### config.mk
export PLATFORM = sky130hd
export DESIGN_NAME = alu_cmd_sequencer
export DESIGN_NICKNAME = d
export VERILOG_FILES = /design/src/rtl/alu_cmd_sequencer.sv
export SDC_FILE = /design/constraint.sdc
export NUM_CORES = 1
export LEC_CHECK = 0
export ABC_AREA = 1
export CAP_MARGIN = 20
export CORE_ASPECT_RATIO = 1.4
export CORE_MARGIN = 1.5
export CORE_UTILIZATION = 40
export CTS_CLUSTER_SIZE = 8
export DETAILED_ROUTE_END_ITERATION = 8
export GPL_TIMING_DRIVEN = 0
export MAX_ROUTING_LAYER = met4
export SLEW_MARGIN = 20
export SYNTH_ARGS = -nofsm -noshare
export SYNTH_HDL_FRONTEND = slang
export SYNTH_SLANG_ARGS = --single-unit
### constraint.sdc
create_clock -name clk -period 4.8 [get_ports clk]
set_input_delay 1.44 -clock clk [delete_from_list [all_inputs] [get_ports clk]]
set_output_delay 1.44 -clock clk [all_outputs]
set_load 0.01 [all_outputs]
### src/rtl/alu_cmd_sequencer.sv
// rtl/alu_cmd_sequencer.sv - command FIFO plus IDLE/DRIVE/RESP sequencer feeding a combinational ALU
// Optional build macro: ILLEGAL_OP_CHECK_EN (reject op codes outside 2..11 without driving the ALU)
module alu_cmd_sequencer #(
  parameter int DEPTH         = 4,
  parameter int SETTLE_CYCLES = 1
) (
  input  logic       clk,
  input  logic       rst_n,
  input  logic       cmd_valid,
  output logic       cmd_ready,
  input  logic [3:0] cmd_ctrl,
  input  logic [7:0] cmd_a,
  input  logic [7:0] cmd_b,
  output logic [3:0] alu_ctrl,
  output logic [7:0] alu_a,
  output logic [7:0] alu_b,
  input  logic [7:0] alu_s,
  output logic       rsp_valid,
  input  logic       rsp_ready,
  output logic [7:0] rsp_data,
  output logic       rsp_err,
  output logic       busy
);

  localparam int AW = (DEPTH > 1) ? $clog2(DEPTH) : 1;
  localparam int CW = $clog2(DEPTH + 1);
  localparam logic [3:0] SETTLE_INIT = 4'(SETTLE_CYCLES - 1);

  typedef enum logic [1:0] {IDLE, DRIVE, RESP} state_t;

  state_t state_q, state_d;

  logic [19:0]   fifo_mem [DEPTH];
  logic [AW-1:0] wr_ptr_q, rd_ptr_q;
  logic [CW-1:0] count_q;
  logic          full, empty, push, pop;
  logic [19:0]   head;
  logic          head_illegal;

  logic [3:0] alu_ctrl_q, alu_ctrl_d;
  logic [7:0] alu_a_q, alu_a_d;
  logic [7:0] alu_b_q, alu_b_d;
  logic [3:0] cnt_q, cnt_d;
  logic       rsp_valid_q, rsp_valid_d;
  logic [7:0] rsp_data_q, rsp_data_d;
  logic       err_q, err_d;

  assign full      = (count_q == CW'(DEPTH));
  assign empty     = (count_q == '0);
  assign cmd_ready = !full;
  assign push      = cmd_valid && !full;
  assign pop       = (state_q == IDLE) && !empty;
  assign head      = fifo_mem[rd_ptr_q];

`ifdef ILLEGAL_OP_CHECK_EN
  assign head_illegal = (head[19:16] < 4'd2) || (head[19:16] > 4'd11);
`else
  assign head_illegal = 1'b0;
`endif

  // Command storage; contents need no reset because count_q gates every read.
  always_ff @(posedge clk) begin
    if (push) fifo_mem[wr_ptr_q] <= {cmd_ctrl, cmd_a, cmd_b};
  end

  // FIFO pointers and occupancy; pointers wrap naturally since DEPTH is a power of two.
  always_ff @(posedge clk or negedge rst_n) begin
    if (!rst_n) begin
      wr_ptr_q <= '0;
      rd_ptr_q <= '0;
      count_q  <= '0;
    end else begin
      if (push) wr_ptr_q <= wr_ptr_q + AW'(1);
      if (pop)  rd_ptr_q <= rd_ptr_q + AW'(1);
      case ({push, pop})
        2'b10:   count_q <= count_q + CW'(1);
        2'b01:   count_q <= count_q - CW'(1);
        default: count_q <= count_q;
      endcase
    end
  end

  // State and datapath registers.
  always_ff @(posedge clk or negedge rst_n) begin
    if (!rst_n) begin
      state_q     <= IDLE;
      alu_ctrl_q  <= '0;
      alu_a_q     <= '0;
      alu_b_q     <= '0;
      cnt_q       <= '0;
      rsp_valid_q <= 1'b0;
      rsp_data_q  <= '0;
      err_q       <= 1'b0;
    end else begin
      state_q     <= state_d;
      alu_ctrl_q  <= alu_ctrl_d;
      alu_a_q     <= alu_a_d;
      alu_b_q     <= alu_b_d;
      cnt_q       <= cnt_d;
      rsp_valid_q <= rsp_valid_d;
      rsp_data_q  <= rsp_data_d;
      err_q       <= err_d;
    end
  end

  // Next-state: rejected ops skip DRIVE, the response waits in RESP for the consumer.
  always_comb begin
    state_d = state_q;
    case (state_q)
      IDLE:    if (!empty) state_d = head_illegal ? RESP : DRIVE;
      DRIVE:   if (cnt_q == '0) state_d = RESP;
      RESP:    if (rsp_ready) state_d = IDLE;
      default: state_d = IDLE;
    endcase
  end

  // Datapath next values: load ALU on pop, count down the settle window, capture alu_s.
  always_comb begin
    alu_ctrl_d  = alu_ctrl_q;
    alu_a_d     = alu_a_q;
    alu_b_d     = alu_b_q;
    cnt_d       = cnt_q;
    rsp_valid_d = rsp_valid_q;
    rsp_data_d  = rsp_data_q;
    err_d       = err_q;
    case (state_q)
      IDLE: begin
        if (!empty) begin
          if (head_illegal) begin
            rsp_valid_d = 1'b1;
            rsp_data_d  = '0;
            err_d       = 1'b1;
          end else begin
            alu_ctrl_d = head[19:16];
            alu_a_d    = head[15:8];
            alu_b_d    = head[7:0];
            cnt_d      = SETTLE_INIT;
          end
        end
      end
      DRIVE: begin
        if (cnt_q == '0) begin
          rsp_valid_d = 1'b1;
          rsp_data_d  = alu_s;
          err_d       = 1'b0;
        end else begin
          cnt_d = cnt_q - 4'd1;
        end
      end
      RESP: begin
        if (rsp_ready) rsp_valid_d = 1'b0;
      end
      default: ;
    endcase
  end

  assign alu_ctrl  = alu_ctrl_q;
  assign alu_a     = alu_a_q;
  assign alu_b     = alu_b_q;
  assign rsp_valid = rsp_valid_q;
  assign rsp_data  = rsp_data_q;
  assign rsp_err   = err_q;
  assign busy      = (state_q != IDLE) || !empty;

endmodule

==> results of run 1 <==
==> cells in the mapped netlist <==
master	count	share of area (%)
nand2_1	97	7.3
nor2_1	89	6.7
edfxtp_1	80	48
dfrtp_1	42	21
o21ai_0	37	3.7
inv_1	23	1.7
o21ai_1	9	0.91
buf_4	8	1.2
o21ai_2	8	1.4
ha_1	7	1.8
nand3_1	7	0.70
nand2_2	5	0.63
buf_2	4	0.40
xor2_1	4	0.70
buf_6	3	0.68
inv_2	3	0.23
a21oi_1	2	0.20
buf_1	2	0.15
clkbuf_2	2	0.20
nand4_1	2	0.25
nor2_2	2	0.25
conb_1	1	0.075
fa_1	1	0.40
nand3_4	1	0.35
nand3b_1	1	0.15
nor2_4	1	0.23
xnor2_1	1	0.18
==> layout make-up <==
| class | instances | area [µm²] | share of cell area [%] |
|---|---|---|---|
| flip-flops and latches | 122 | 3450 | 53.4 |
| multi-input cells | 275 | 1320 | 20.4 |
| repair buffers | 63 | 643 | 9.95 |
| clock buffers | 17 | 425 | 6.58 |
| clock inverters | 13 | 203 | 3.14 |
| well taps | 150 | 188 | 2.90 |
| plain buffers | 19 | 131 | 2.03 |
| inverters | 26 | 97.6 | 1.51 |
==> critical path: cells and delay by family, from the launching register on <==
family / cells / cell delay (ps)
flops: 1 / 390
simple gates: 1 / 150
buf+inv: 2 / 650
==> power groups by stage <==
stage | Sequential (W) | Clock (W) | Combinational [W]
3_5_place_dp | 0.00160 | 0 | 0.00168
3_3_place_gp | 0.00160 | 0 | 0.00161
6_report | 0.00158 | 0.00135 | 0.00166
5_1_grt | 0.00162 | 0.00141 | 0.00186
4_1_cts | 0.00158 | 0.00137 | 0.00169
2_1_floorplan | 0.00164 | 0 | 0.000986
==> placed cells by master, fill, tap and decap left out <==
cell	netlist	layout
clkinv_1	0	2
inv_2	3	3
nor2_4	1	5
clkinv_4	0	2
a21oi_1	2	2
nand2_1	97	97
buf_4	8	8
conb_1	1	1
buf_1	2	2
buf_16	0	1
o21ai_2	8	8
nand3_4	1	1
nor2_1	89	85
xor2_1	4	4
clkbuf_16	0	17
o21ai_0	37	37
xnor2_1	1	1
nand3_1	7	7
nand4_1	2	2
dfrtp_1	42	42
clkdlybuf4s50_1	0	61
buf_2	4	5
o21ai_1	9	9
clkinv_2	0	1
edfxtp_1	80	80
nor2_2	2	2
ha_1	7	7
clkinvlp_4	0	3
bufinv_16	0	5
buf_6	3	3
clkbuf_2	2	2
fa_1	1	1
nand3b_1	1	1
nand2_2	5	5
inv_1	23	23
==> stage by stage <==
step	worst slack, ps	hold WS (ps)	power [W]	cell area (µm²)	std cells
3_5_place_dp	1500	465	0.00328	5830	655
6_report	1770	473	0.00459	6460	685
5_1_grt	1650	497	0.00489	6460	685
3_3_place_gp	777	462	0.00321	5780	654
4_1_cts	1730	480	0.00464	6460	685
2_1_floorplan	1990	446	0.00262	4970	442
==> how the worst max path moves through the flow <==
stage                 endpoint  slack, ps  cells past startpoint
6_report             cmd_ready       1770                      3
3_5_place_dp        count_q[2]       1500                      8
2_1_floorplan   fifo_mem[0][0]       1990                      2
3_3_place_gp   fifo_mem[3][18]        780                      3
4_1_cts              cmd_ready       1730                      3
5_1_grt                   busy       1650                      3
==> flip-flops by register name (all words and copies together), names as in the netlist <==
name	cells
wr_ptr_q	2
alu_a	8
alu_ctrl	4
rsp_data	8
rsp_valid	1
count_q	3
cnt_q	4
rd_ptr_q	2
alu_b	8
state_q	2
fifo_mem	80
==> routing by layer <==
metal / vias up / track usage (%)
met5: - / -
met4: 0 / 6.67
met3: 12 / 3.78
met2: 83 / 28.2
met1: 1532 / 19.7
li1: 1617 / -
==> cells by family after synthesis <==
logic type	Yosys count
other cells	1
buf+inv	45
compound gates	56
flops	122
xor+xnor	5
fa+ha+maj	8
simple gates	205
==> metrics.txt, run 1 <==
drt pass-1 iters 4; global-route wire length before repair between 15000 and 20000 µm; io pins 64; GRT overflow 0; largest buffer count on any clock path 2; layout cells sized above 1 roughly an eighth; Hold Buf Count CTS 0; initial drt markers about 260; Vias/cell 4.74; compound-gate portion of the synthesized area 6.24%; XOR/XNOR share of the synthesized area 0.881%; reg-to-reg endpoint count_q[2]; routability cong. 0.759; Setup violations, final 0; initial core utilization 40.6%; Antenna Nets Post-Route 0; # diodes 0; r2r worst-path depth 10; LEAKAGE 2.66 nW; Setup Skew 6.15 ps; crit path max fanout 4; Final Cycle Share 63.2%; met2 routed WL 5260 µm; Arrival @ worst endpoint between 1500 and 2000 ps; number of synthesis warnings 0; die extent in y 135 µm; cts bufs inserted 17; syn_area_per_cell between 10 and 15 µm²; power share of the combinational group 36.1%; Synth Cell Area 0.00497 mm²; Final Hold Fails 0; root buffer cell clkbuf_16; Worst Setup Path Type register to primary output; Crit. Startpoint count_q[0]; status finished clean; Die W slightly below 100 µm; Tightest Pin Transition 691 ps; post-CTS setup buffer count 0; Fillers 1095; crit-path cells inv_1 > nand3_1 > clkdlybuf4s50_1; Routed Wire Length 10000 µm; Num Clock Sinks ~120; number of global-route vias before repair approximately 3200; post-detail-place hpwl 6610 µm; setup TNS 0 ps; Worst-path clk slew 50 ps; WL met1 about 4200 µm; reg-to-reg setup timing slack 2650 ps; class of the worst hold path register to register; CTS tree yes; Startpoint Class register; relative slew slack 53.8%; CP Capture Type primary output; pin count of the biggest net entering global routing 23; total of max-cap violations 0; Pwr per Cell Area approximately 700 mW/mm²; largest family of logic cells by synthesized area simple AND/OR/NAND/NOR gates; I/O Buffers between 60 and 70; routed len/inst around 15 µm; hold path depth 2; Reg power frac 34.5%; initial antenna violation count 0; worst reg2reg startpoint state_q[1]; hold path startpoint count_q[1]; Vias 3244; RSZ-0062 raised after global routing no; DR DRC count 0; Crit path required time 3360 ps; cts repair resizes 0; Psw 0.00155 W; Final Core Density between 50% and 60%; post-synth cell types 27; adder-cell share of the synthesized area 2.16%; fmax 330 MHz; total track usage 16.8%; Sw Ratio 33.8%; Cell Rows 48; post-synthesis mux area share 0%; core box area 0.0123 mm²; Die ar. around 0.013 mm²; Worst path max stage delay 510 ps; Pint 0.00304 W; clock latency on the worst-skew pair 400 ps; Nets between 500 and 600; Simple-Gate Fraction of Synth Area between 10% and 20%; Max Slew Vio Count 0; Seq cells post-synth around 120; top sig layer met4; Post-Synthesis Cells approximately 440; worst vdd ir 0.328 mV; routed length on met3 about 400 µm; CP max stage cell clkdlybuf4s50_1; Clock power frac 29.4%; Area growth syn-to-layout 29.9%; H-Tree Depth 4; syn_nets 482; Seq/Total Area, Yosys 69.4%; Hold Path Sink count_q[1]; minimum clock period 3030 ps
No activity file was read; power rests on OpenSTA's default activity.
==> run 2: changes to the inputs <==
- clock period: 4.8 -> 3.1 ns (I/O delays scaled with it)
==> results of run 2 <==
Same layout as run 1 (identical final DEF). Status: finished clean.
Among the figures that moved: setup slack after placement 1500 ps -> 315 ps; setup slack after layout 1770 ps -> 579 ps; register-to-register setup slack 2650 ps -> 950 ps; total power 0.00459 W -> 0.00710 W; worst IR drop on VDD 0.328 mV -> 0.508 mV
==> run 3: changes to the inputs <==
- clock period: 3.1 -> 2.2 ns (I/O delays scaled with it)
==> metrics.txt, run 3 (synthesis results as in run 1) <==
Arrival @ worst endpoint 2350 ps (+760 ps); Routed Wire Length 10100 µm (+0.91%); die extent in y 135 µm (unchanged); Hold Buf Count CTS 0 (unchanged); class of the worst hold path input pin to asynchronous set/reset pin; io pins 64 (unchanged); number of flip-flops in the largest register 80 (unchanged); global-route wire length before repair 16500 µm (unchanged); Pwr per Cell Area 1550 mW/mm²; H-Tree Depth 4 (unchanged); CP max stage cell dfrtp_2; Fillers 1091 (-0.37%); initial drt markers 265 (+3.1%); placed cells 655 (unchanged); Final Cycle Share between 90% and 100%; Crit path required time around 2500 ps; minimum clock period 2070 ps; routability cong. 0.759 (unchanged); Sequential Area 0.00345 mm² (about the same); largest buffer count on any clock path 2 (unchanged); Worst path max stage delay 450 ps (-60 ps); CTS tree yes; Vias/cell 4.77 (+0.68%); initial antenna violation count 0 (unchanged); DR DRC count 0 (unchanged); commonest cells after routing, fill and taps aside nand2_1, nor2_1, edfxtp_1, clkdlybuf4s50_1, dfrtp_1; Area growth syn-to-layout 30.4%; routed len/inst 14.8 µm (+0.91%); initial core utilization 40.6% (unchanged); RSZ-0062 raised after global routing no; Final Hold Fails 0 (unchanged); CP top delay family adder cells; post-detail-place hpwl 6610 µm (unchanged); LEAKAGE 2.66 nW (+0.14%); area of the multi-input gates 0.00135 mm² (+1.9%); Startpoint Class register; Die ar. 0.0131 mm² (unchanged); Max Slew Vio Count 0 (unchanged); commonest non-fill, non-tap cell in the layout nand2_1; crit-path cells nor2_4 > nand2_4 > inv_2 > buf_6 > ha_1 > inv_1 > fa_1 > a21oi_1 > o21ai_0 > xor2_1; status finished clean; Cell Rows 48 (unchanged); I/O Buffers 62 (unchanged); cts bufs inserted 17 (unchanged); Worst-path clk slew 50 ps (about the same); clock latency on the worst-skew pair 400 ps (about the same); CP Capture Type register; Num Clock Sinks 122 (unchanged); crit path max fanout 10 (+6); # diodes 0 (unchanged); core box area 0.0123 mm² (unchanged); worst path bufs/invs 3 (+1); final setup margin 129 ps; Nets 564 (unchanged); number of global-route vias before repair 3235 (unchanged); fmax between 400 and 500 MHz; Top reg by flops fifo_mem; Vias 3266 (+0.68%); Setup Skew 5.82 ps (-0.336 ps); Worst Setup Path Type register to register; Antenna Nets Post-Route 0 (unchanged); Tightest Pin Transition 704 ps (+13.5 ps); total track usage 16.8% (unchanged); worst vdd ir 0.720 mV; pin count of the biggest net entering global routing 23 (unchanged); total of max-cap violations 0 (unchanged); final cell count without fillers 685 (unchanged); relative slew slack 52.9% (-0.90 points); Die W 97.2 µm (unchanged); GRT overflow 0 (unchanged); drt pass-1 iters 4 (unchanged); layout cells sized above 1 13.8% (+0.56 points); root buffer cell clkbuf_16; worst slack, placed -315 ps; Setup violations, final 0 (unchanged)
run 3: power by group:
part	leakage, nW	switching, W	total, W	internal, W
clock network	0.296	0.000957	0.00294	0.00199
logic	1.12	0.00218	0.00365	0.00147
registers	1.24	0.000281	0.00346	0.00318
total	2.66	0.00342	0.0101	0.00663
run 3: final timing paths:
kind	startpoint	to	slack, ps	cells after the start
setup / recovery	state_q[1]	count_q[2]	130	10
hold / removal	rst_n	count_q[2]	250	1
setup reg to reg	state_q[1]	count_q[2]	130	10
hold reg to reg	alu_b[1]	alu_b[1]	470	2
max in group asynchronous	rst_n	rsp_data[6]	1450	2
min in group clk	alu_b[1]	alu_b[1]	470	2
run 3: cell type report:
class / instances / area share [%]
clock buffer: 17 / 6.56
multi-input combinational: 275 / 20.8
tap: 150 / 2.89
clock inverter: 13 / 3.12
buffer: 19 / 2.03
timing repair buffer: 63 / 9.88
sequential: 122 / 53.3
inverter: 26 / 1.50
run 3: through the flow:
step	TNS, ps	utilization [%]	power, W	area, µm²	hold slack, ps
6_report	0	52.9	0.0101	6490	250
5_1_grt	0	52.9	0.0107	6490	272
4_1_cts	0	52.7	0.0101	6460	255
3_5_place_dp	-11810	47.6	0.00716	5830	465
3_3_place_gp	-109910	47.2	0.00701	5780	462
2_1_floorplan	0	-	0.00573	4970	364
run 3: timing repair:
action | in CTS | in global routing
endpoints found under the setup margin | 2 | 1
setup buffers | 0 | 0
resized for setup | 2 | 6
run 3: per-layer routing:
metal	up-vias	global-route usage, %	wire (µm)
li1	1618	-	-
met1	1562	19.7	4280
met2	75	28.2	5310
met3	11	3.78	392
met4	0	6.67	139
met5	-	-	0
